--- src/rtl/exec_flag_ctrl.sv ---
`default_nettype none
// ============================================================================
// Module      : exec_flag_ctrl
// Description : Proof-of-execution flag controller. Tracks one atomic pass
//               through the executable region (ER), raises exec on a clean
//               exit, and latches the abort cause and a saturating abort count.
//               Optional feature macro: VAPE_IRQ_KILL_EN (irq in RUN aborts).
// Revision    : 1.0 - initial release
// ============================================================================
module exec_flag_ctrl (
  input  logic        clk,
  input  logic        reset_n,
  input  logic [15:0] pc,
  input  logic [15:0] ER_min,
  input  logic [15:0] ER_max,
  input  logic [15:0] OR_min,
  input  logic [15:0] OR_max,
  input  logic [15:0] data_addr,
  input  logic        data_en,
  input  logic        data_wr,
  input  logic [15:0] dma_addr,
  input  logic        dma_en,
  input  logic        irq,
  input  logic        atom_exec,
  output logic        exec,
  output logic [1:0]  state,
  output logic [2:0]  viol_code,
  output logic [7:0]  abort_cnt
);

  typedef enum logic [1:0] {
    ST_IDLE  = 2'b00,
    ST_RUN   = 2'b01,
    ST_DONE  = 2'b10,
    ST_ABORT = 2'b11
  } state_t;

  localparam logic [2:0] c_CODE_NONE     = 3'd0;
  localparam logic [2:0] c_CODE_ATOM     = 3'd1;
  localparam logic [2:0] c_CODE_CPU_ER   = 3'd2;
  localparam logic [2:0] c_CODE_DMA_ER   = 3'd3;
  localparam logic [2:0] c_CODE_DMA_OR   = 3'd4;
  localparam logic [2:0] c_CODE_IRQ      = 3'd5;
  localparam logic [2:0] c_CODE_MISMATCH = 3'd6;
  localparam logic [2:0] c_CODE_DONE_ACC = 3'd7;

  state_t      r_state;
  state_t      w_state_nxt;
  logic        r_exec;
  logic [2:0]  r_viol_code;
  logic [7:0]  r_abort_cnt;
  logic        r_last_was_max;
  logic [15:0] r_er_min;
  logic [15:0] r_er_max;
  logic [15:0] r_or_min;
  logic [15:0] r_or_max;

  logic        w_cfg_valid;
  logic        w_entry_ok;
  logic        w_snap_mismatch;
  logic        w_cpu_wr;
  logic        w_data_in_er;
  logic        w_data_in_or;
  logic        w_dma_in_er;
  logic        w_dma_in_or;
  logic        w_pc_in_er;
  logic        w_irq_viol;
  logic        w_enter_run;
  logic        w_enter_abort;
  logic [2:0]  w_viol_code;

  // Regions must be non-empty and disjoint; bounds are inclusive.
  assign w_cfg_valid = (ER_min < ER_max) && (OR_min < OR_max) &&
                       ((ER_max < OR_min) || (OR_max < ER_min));
  assign w_entry_ok  = (pc == ER_min) && w_cfg_valid;

  assign w_snap_mismatch = (ER_min != r_er_min) || (ER_max != r_er_max) ||
                           (OR_min != r_or_min) || (OR_max != r_or_max);

  // Address checks use the captured bounds so a live bound change cannot
  // widen or shrink the protected window mid-run.
  assign w_cpu_wr     = data_en & data_wr;
  assign w_data_in_er = (data_addr >= r_er_min) && (data_addr <= r_er_max);
  assign w_data_in_or = (data_addr >= r_or_min) && (data_addr <= r_or_max);
  assign w_dma_in_er  = (dma_addr  >= r_er_min) && (dma_addr  <= r_er_max);
  assign w_dma_in_or  = (dma_addr  >= r_or_min) && (dma_addr  <= r_or_max);
  assign w_pc_in_er   = (pc        >= r_er_min) && (pc        <= r_er_max);

`ifdef VAPE_IRQ_KILL_EN
  assign w_irq_viol = irq;
`else
  assign w_irq_viol = 1'b0;
  logic w_unused_irq;
  assign w_unused_irq = irq;
`endif

  always_comb begin
    w_state_nxt = r_state;
    w_viol_code = c_CODE_NONE;
    case (r_state)
      ST_IDLE: begin
        if (w_entry_ok) w_state_nxt = ST_RUN;
      end
      ST_RUN: begin
        // Ordered so the lowest applicable code is the one reported.
        if (!atom_exec)                      w_viol_code = c_CODE_ATOM;
        else if (w_cpu_wr && w_data_in_er)   w_viol_code = c_CODE_CPU_ER;
        else if (dma_en && w_dma_in_er)      w_viol_code = c_CODE_DMA_ER;
        else if (dma_en && w_dma_in_or)      w_viol_code = c_CODE_DMA_OR;
        else if (w_irq_viol)                 w_viol_code = c_CODE_IRQ;
        else if (w_snap_mismatch)            w_viol_code = c_CODE_MISMATCH;

        if (w_viol_code != c_CODE_NONE)
          w_state_nxt = ST_ABORT;
        else if (!w_pc_in_er && r_last_was_max)
          w_state_nxt = ST_DONE;
      end
      ST_DONE: begin
        if (w_snap_mismatch)
          w_viol_code = c_CODE_MISMATCH;
        else if ((w_cpu_wr && (w_data_in_er || w_data_in_or)) ||
                 (dma_en   && (w_dma_in_er  || w_dma_in_or)))
          w_viol_code = c_CODE_DONE_ACC;

        if (w_viol_code != c_CODE_NONE)
          w_state_nxt = ST_ABORT;
        else if (w_entry_ok)
          w_state_nxt = ST_RUN;
      end
      ST_ABORT: begin
        if (w_entry_ok) w_state_nxt = ST_RUN;
      end
      default: begin
        w_state_nxt = ST_IDLE;
      end
    endcase
  end

  assign w_enter_run   = (w_state_nxt == ST_RUN)   && (r_state != ST_RUN);
  assign w_enter_abort = (w_state_nxt == ST_ABORT) && (r_state != ST_ABORT);

  always_ff @(posedge clk or negedge reset_n) begin
    if (!reset_n) begin
      r_state        <= ST_IDLE;
      r_exec         <= 1'b0;
      r_last_was_max <= 1'b0;
    end else begin
      r_state        <= w_state_nxt;
      r_exec         <= (w_state_nxt == ST_DONE);
      r_last_was_max <= (pc == ER_max);
    end
  end

  always_ff @(posedge clk or negedge reset_n) begin
    if (!reset_n) begin
      r_er_min <= 16'h0000;
      r_er_max <= 16'h0000;
      r_or_min <= 16'h0000;
      r_or_max <= 16'h0000;
    end else if (w_enter_run) begin
      r_er_min <= ER_min;
      r_er_max <= ER_max;
      r_or_min <= OR_min;
      r_or_max <= OR_max;
    end
  end

  always_ff @(posedge clk or negedge reset_n) begin
    if (!reset_n) begin
      r_viol_code <= c_CODE_NONE;
      r_abort_cnt <= 8'h00;
    end else if (w_enter_abort) begin
      r_viol_code <= w_viol_code;
      if (r_abort_cnt != 8'hFF)
        r_abort_cnt <= r_abort_cnt + 8'd1;
    end
  end

  assign exec      = r_exec;
  assign state     = r_state;
  assign viol_code = r_viol_code;
  assign abort_cnt = r_abort_cnt;

endmodule
`default_nettype wire

--- config.mk ---
export PLATFORM = sky130hd
export DESIGN_NAME = exec_flag_ctrl
export DESIGN_NICKNAME = d
export VERILOG_FILES = /design/src/rtl/exec_flag_ctrl.sv
export SDC_FILE = /design/constraint.sdc
export NUM_CORES = 1
export LEC_CHECK = 0
export CAP_MARGIN = 10
export CORE_MARGIN = 2
export CORE_UTILIZATION = 25
export DETAILED_ROUTE_END_ITERATION = 10
export SYNTH_ARGS = -nofsm -noshare
export SYNTH_HDL_FRONTEND = slang
export SYNTH_SLANG_ARGS = --single-unit
--- constraint.sdc ---
create_clock -name clk -period 8.7 [get_ports clk]
set_clock_uncertainty 0.05 [all_clocks]
set_input_delay 1.305 -clock clk [delete_from_list [all_inputs] [get_ports clk]]
set_output_delay 1.305 -clock clk [all_outputs]
set_load 0.01 [all_outputs]
==> impl_metrics.env, run 1 <==
export IMPL_first_pass_iters=5
export IMPL_clk_path_buf_depth=2
export IMPL_vias=8220
export IMPL_dp_hpwl_mm=29.8
export IMPL_syn_area_per_cell_um2=9.27
export IMPL_required_ns=8.93
export IMPL_detail_route_antenna_nets=0
export IMPL_die_area_um2=39700
export IMPL_endpoint_kind="register"
export IMPL_core_um2=37600
export IMPL_netSwitchingFraction_pct=48.1
export IMPL_die_h_um=199
export IMPL_pwr_share_comb_pct=65.7
export IMPL_synth_largest_area_cell="ha_1"
export IMPL_synth_commonest_cells="ha_1, inv_1, dfrtp_1"
export IMPL_utilization_pct=31.1
export IMPL_setup_viol=0
export IMPL_rsz0062_at_grt="no"
export IMPL_worstMarginPinSlew_ns=1.01
export IMPL_cp_max_fo=48
export IMPL_hold_viol_final=0
export IMPL_async_reset_ff_share_pct=100
export IMPL_tns_ns=0
export IMPL_fmax_mhz=166
export IMPL_synth_top_area_share_pct=29.6
export IMPL_cp_arrival_ns=6.25
export IMPL_switchingPower_mw=1.60
export IMPL_wl_per_cell_um=20.7
export IMPL_synth_distinct_cells=63
export IMPL_critical_path_class="input pin to register"
export IMPL_syn_to_final_growth_pct=22.5
export IMPL_synthCells=1027
export IMPL_yosysMostFrequentCell="ha_1"
export IMPL_drtIter0Drc=691
export IMPL_diodes=0
export IMPL_die_w_um=199
export IMPL_seq_area_frac_synth_pct=20.8
export IMPL_grt_pass1_vias=8244
export IMPL_clock_sinks=79
export IMPL_synth_seq_cells=79
export IMPL_synth_edf_count=0
export IMPL_h_tree_depth=3
export IMPL_r2r_setup_slack_ns=3.76
export IMPL_post_route_period_util_pct=69.3
export IMPL_drive_gt1_share_pct=3.60
export IMPL_netlist_top_cells_area="ha_1, dfrtp_1, mux2i_1"
export IMPL_grt_first_pass_wirelength_mm=51.1
export IMPL_clkPwrFrac_pct=12.9
export IMPL_cts_root_buf="clkbuf_16"
export IMPL_layout_nets=1507
export IMPL_fin_crit_ns=6.03
export IMPL_clk_latency_ns=0.36
export IMPL_grt_overflow=0
export IMPL_start_util_pct=25.3
export IMPL_cellLeakagePower_nw=5.77
export IMPL_viasPerCell=4.90
export IMPL_antenna_found_initial=1
export IMPL_seqPwrFrac_pct=21.4
export IMPL_ioPinCount=133
export IMPL_synthFlopType="dfrtp_1"
export IMPL_drc=0
export IMPL_cts_resized=0
export IMPL_clkTransAtPathRegs_ns=0.07
export IMPL_portBuffers=131
export IMPL_slew_violations=0
export IMPL_slew_headroom_pct=31.1
export IMPL_status="completed"
export IMPL_postCtsSetupBuffers=0
export IMPL_holdBufCountCts=0
export IMPL_ys_warn_count=0
export IMPL_rows=71
export IMPL_grtUsageTotal_pct=17.7
export IMPL_ir_worst_vdd_mv=0.164
export IMPL_cap_viol_max_count=0
export IMPL_syn_nets=1371
export IMPL_drt_wl_total_mm=34.7
export IMPL_gp_routability_congestion=0.936
export IMPL_cts_tree="yes"
export IMPL_syn_area_um2=9520
export IMPL_grt_max_degree=65
export IMPL_internal_power_mw=1.72
export IMPL_hold_class="register to register"
export IMPL_cts_inserted_buffers=9
export IMPL_critPathLaunchType="input pin"
export IMPL_power_per_cell_area_nw_per_um2=285
==> worst paths after layout <==
path                                             to                     start  cells after the start
setup / recovery            r_or_max[9]$_DFFE_PN0P_              data_addr[5]                     13
hold / removal             abort_cnt[5]$_DFFE_PN0P_  abort_cnt[5]$_DFFE_PN0P_                      1
setup reg to reg            r_or_max[9]$_DFFE_PN0P_   r_or_min[5]$_DFFE_PN0P_                     13
hold reg to reg            abort_cnt[5]$_DFFE_PN0P_  abort_cnt[5]$_DFFE_PN0P_                      1
max in group asynchronous  r_or_min[14]$_DFFE_PN0P_                   reset_n                      2
min in group asynchronous  r_or_min[12]$_DFFE_PN0P_                   reset_n                      1
==> power groups by stage <==
stage	registers [mW]	clock network, mW	logic, mW
2_1_floorplan	0.687	0	1.59
3_3_place_gp	0.708	0	2.10
3_5_place_dp	0.713	0	2.15
4_1_cts	0.708	0.436	2.17
5_1_grt	0.731	0.446	2.41
6_report	0.710	0.429	2.18
==> cell type report <==
| cell class | count | area, um2 |
|---|---|---|
| well taps | 511 | 639 |
| clock inverters | 6 | 93.8 |
| multi-input cells | 805 | 6900 |
| fillers | 3896 | 25900 |
| repair buffers | 134 | 1330 |
| inverters | 134 | 503 |
| flip-flops and latches | 79 | 1980 |
| clock buffers | 9 | 225 |
==> kinds of logic after synthesis <==
family                   share of synthesized area [%]
XOR/XNOR                                          9.38
buffers and inverters                             6.87
AND/OR/NAND/NOR                                   12.3
flip-flops                                        20.8
multiplexers                                      7.41
AO/OA/AOI/OAI                                     13.7
adder cells (fa/ha/maj)                           29.6
==> registers in the layout, indices dropped and copies added, names as in the netlist <==
name and flops:
viol_code 3, state 2, abort_cnt 8, r_or_min 16, r_last_was_max 1, r_er_max 16, r_er_min 16, exec 1
r_or_max 16
==> routing by layer <==
metal	share of wire (%)	wire length, um	GRT usage (%)	vias up
li1	-	-	-	4017
met1	46	16000	23.8	3888
met2	44	15400	28.3	265
met3	6.1	2110	2.89	48
met4	3.6	1240	6.72	2
met5	0.035	12	0	-
==> stage by stage <==
step	setup slack, ns	hold WS, ns	power, mW	std cells	area (um2)
after floorplan	4.44	0.469	2.28	1027	9520
after global placement	2.54	0.442	2.80	1663	11300
after detailed placement	2.38	0.442	2.87	1663	11300
after CTS	2.74	0.456	3.31	1678	11700
after global routing	2.38	0.484	3.59	1678	11700
final	2.67	0.458	3.32	1678	11700
==> critical path, cell delays in order <==
cell and delay [ns]:
clkdlybuf4s50_1 0.55, ha_1 0.38, a2111oi_0 0.42, o21ai_0 0.23, a2111oi_0 0.75, o31ai_1 0.19, o21a_1 0.16, nor4b_2 0.40
o211ai_1 0.13, a21oi_1 0.27, a211o_4 0.68, buf_4 0.44, mux2i_1 0.24
==> cell usage in the layout, fill, tap and decap left out, types with 3 or more instances in the layout <==
cell type        instances
or4_1                    3
nor2b_1                 10
o21ai_0                 34
nand4_1                 37
o211ai_1                 7
nor4_1                  18
a21boi_0                 3
o21a_1                   5
a211oi_1                16
clkbuf_16                9
nand2b_1                 8
a21o_1                  17
clkdlybuf4s50_1        130
o2111ai_1                5
a21oi_1                 75
and2_1                   3
nand2_1                 49
or3_1                    3
and4_1                   5
ha_1                   225
a221o_1                  3
xnor2_1                 36
buf_4                    4
inv_1                  134
mux2_4                   4
xor2_1                  66
nor3_1                  16
nand3_1                 19
a211o_1                  3
dfrtp_1                 79
and3_1                   4
a2111oi_0                6
mux2i_1                 60
mux2_2                   4
nor2_1                  22
Note: power is estimated with default switching activity, not from simulation.
==> run 2, diff against run 1 <==
Clock period 8.7 ns to 5.3 ns, I/O delays scaled along.
==> run 2 against run 1 <==
Compared with the run above: final area about the same; utilization barely moved; routed wire length increased by 0.30%; combinational power increased by 68%; power up 64%; flip-flop and latch count stayed put; final cell count increased by 0.30%; register-to-register slack worse by 2.6 ns; sequential share of layout area about the same; largest cell class unchanged.
==> impl_metrics.env, run 2 (synthesis gave the netlist of run 1 again) <==
export IMPL_post_route_period_util_pct=90.2
export IMPL_grt_overflow=0
export IMPL_gp_routability_congestion=0.967
export IMPL_die_area_um2=39700
export IMPL_clk_path_buf_depth=2
export IMPL_cp_cell_sequence="clkdlybuf4s50_1 -> ha_1 -> a2111oi_0 -> o21ai_0 -> a2111oi_0 -> o31ai_1 -> o21a_1 -> nor4b_2 -> o211ai_1 -> a21oi_1 -> a211o_4 -> buf_12 -> mux2i_1"
export IMPL_hold_viol_final=0
export IMPL_path_buf_inv=2
export IMPL_core_um2=37600
export IMPL_critPathMostFrequentCell="a2111oi_0"
export IMPL_cts_resized=0
export IMPL_cp_max_fo=41
export IMPL_status="completed"
export IMPL_dp_hpwl_mm=30.0
export IMPL_cts_root_buf="clkbuf_16"
export IMPL_drc=0
export IMPL_clk_latency_ns=0.36
export IMPL_wl_per_cell_um=20.7
export IMPL_worstMarginPinSlew_ns=0.921
export IMPL_postCtsSetupBuffers=0
export IMPL_slew_headroom_pct=38.6
export IMPL_hold_class="input pin to async pin"
export IMPL_cp_arrival_ns=5.00
export IMPL_drtIter0Drc=631
export IMPL_first_pass_iters=5
export IMPL_rsz0062_at_grt="no"
export IMPL_drt_wl_total_mm=34.8
export IMPL_final_cell_mix="ha_1, inv_1, clkdlybuf4s50_1, dfrtp_1, a21oi_1"
export IMPL_seq_area_um2=1980
export IMPL_antenna_found_initial=2
export IMPL_cts_tree="yes"
export IMPL_p_total_mw=5.43
export IMPL_power_per_cell_area_nw_per_um2=465
export IMPL_detail_route_antenna_nets=0
export IMPL_die_h_um=199
export IMPL_portBuffers=131
export IMPL_cp_top_family="compound AO/OA/AOI/OAI gates"
export IMPL_clkTransAtPathRegs_ns=0.06
export IMPL_syn_to_final_growth_pct=22.6
export IMPL_cellLeakagePower_nw=5.78
export IMPL_critPathLaunchType="input pin"
export IMPL_setup_viol=0
export IMPL_holdBufCountCts=0
export IMPL_diodes=0
export IMPL_grtUsageTotal_pct=18.0
export IMPL_vias=8256
export IMPL_cts_inserted_buffers=9
export IMPL_clock_sinks=79
export IMPL_ir_worst_vdd_mv=0.264
export IMPL_cpMaxStageDelayCell="a2111oi_0"
export IMPL_slowest_delay_ns=0.74
export IMPL_fillers=3897
export IMPL_grt_pass1_vias=8477
export IMPL_fmax_mhz=209
export IMPL_grt_max_degree=66
export IMPL_drive_gt1_share_pct=3.92
export IMPL_critical_path_class="input pin to register"
export IMPL_start_util_pct=25.3
export IMPL_cap_viol_max_count=0
export IMPL_fin_crit_ns=4.78
export IMPL_die_w_um=199
export IMPL_slew_violations=0
export IMPL_dp_slack_ns=0.291
export IMPL_layout_nets=1511
export IMPL_final_common_cell="ha_1"
export IMPL_rows=71
export IMPL_fin_ws_ns=0.520
export IMPL_multiInputGateArea_um2=6900
export IMPL_grt_first_pass_wirelength_mm=52.2
export IMPL_ioPinCount=133
export IMPL_tns_ns=0
export IMPL_viasPerCell=4.91
export IMPL_required_ns=5.52
export IMPL_endpoint_kind="register"
export IMPL_h_tree_depth=3
run 2: cell count changes in the layout (fill, tap and decap cells not counted):
cell | before | now
buf_4 | 4 | 6
clkinv_4 | 1 | 0
buf_12 | 0 | 2
clkbuf_1 | 0 | 1
bufinv_16 | 2 | 0
clkinvlp_4 | 1 | 2
clkinv_2 | 0 | 2
run 2: metrics by stage:
stage                     utilization [%]  hold slack, ns  cell area [um2]  std cells
after floorplan                         -           0.449             9520       1027
after CTS                            31.1           0.251            11700       1683
after global placement               30.3           0.443            11400       1667
final                                31.1           0.246            11700       1683
after global routing                 31.1           0.256            11700       1683
after detailed placement             30.3           0.441            11400       1667
run 2: report_power, final:
part | total, mW | switching [mW] | internal (mW) | leakage [nW]
Sequential | 1.17 | 0.246 | 0.921 | 0.932
Clock | 0.605 | 0.285 | 0.320 | 0.129
Combinational | 3.66 | 2.12 | 1.54 | 4.71
run 2: per-layer routing:
| metal | GRT usage [%] | routed length [um] | up-vias |
|---|---|---|---|
| li1 | - | - | 4015 |
| met1 | 23.7 | 15800 | 3918 |
| met2 | 28.3 | 15400 | 263 |
| met3 | 3.73 | 2110 | 56 |
| met4 | 7.90 | 1510 | 4 |
| met5 | 0 | 28 | - |
run 2: layout make-up:
cell class	count	area share (%)
Sequential cell	79	16.9
Clock inverter	6	0.364
Tap cell	511	5.48
Inverter	134	4.31
Multi-Input combinational cell	805	59.1
Clock buffer	10	1.96
Timing Repair Buffer	138	11.9
run 2: path summary, 6_finish.rpt:
check / to / cells past startpoint / slack (ns) / start
worst max-delay path: r_or_max[12]$_DFFE_PN0P_ / 13 / 0.52 / data_addr[5]
worst min-delay path: exec$_DFF_PN0_ / 1 / 0.25 / reset_n
worst max register to register: r_or_max[12]$_DFFE_PN0P_ / 13 / 1.13 / r_or_min[5]$_DFFE_PN0P_
worst min register to register: abort_cnt[5]$_DFFE_PN0P_ / 1 / 0.45 / abort_cnt[5]$_DFFE_PN0P_
max in group asynchronous: r_er_max[4]$_DFFE_PN0P_ / 2 / 3.79 / reset_n
min in group clk: abort_cnt[5]$_DFFE_PN0P_ / 1 / 0.45 / abort_cnt[5]$_DFFE_PN0P_
run 2: worst register-to-register path: cells and delay by family, from the launching register on:
kind                     cells  cell delay (ns)
AO/OA/AOI/OAI                8             2.31
adder cells (fa/ha/maj)      1             0.26
buffers and inverters        2             0.42
flip-flops                   1             0.39
multiplexers                 1             0.29
AND/OR/NAND/NOR              1             0.38
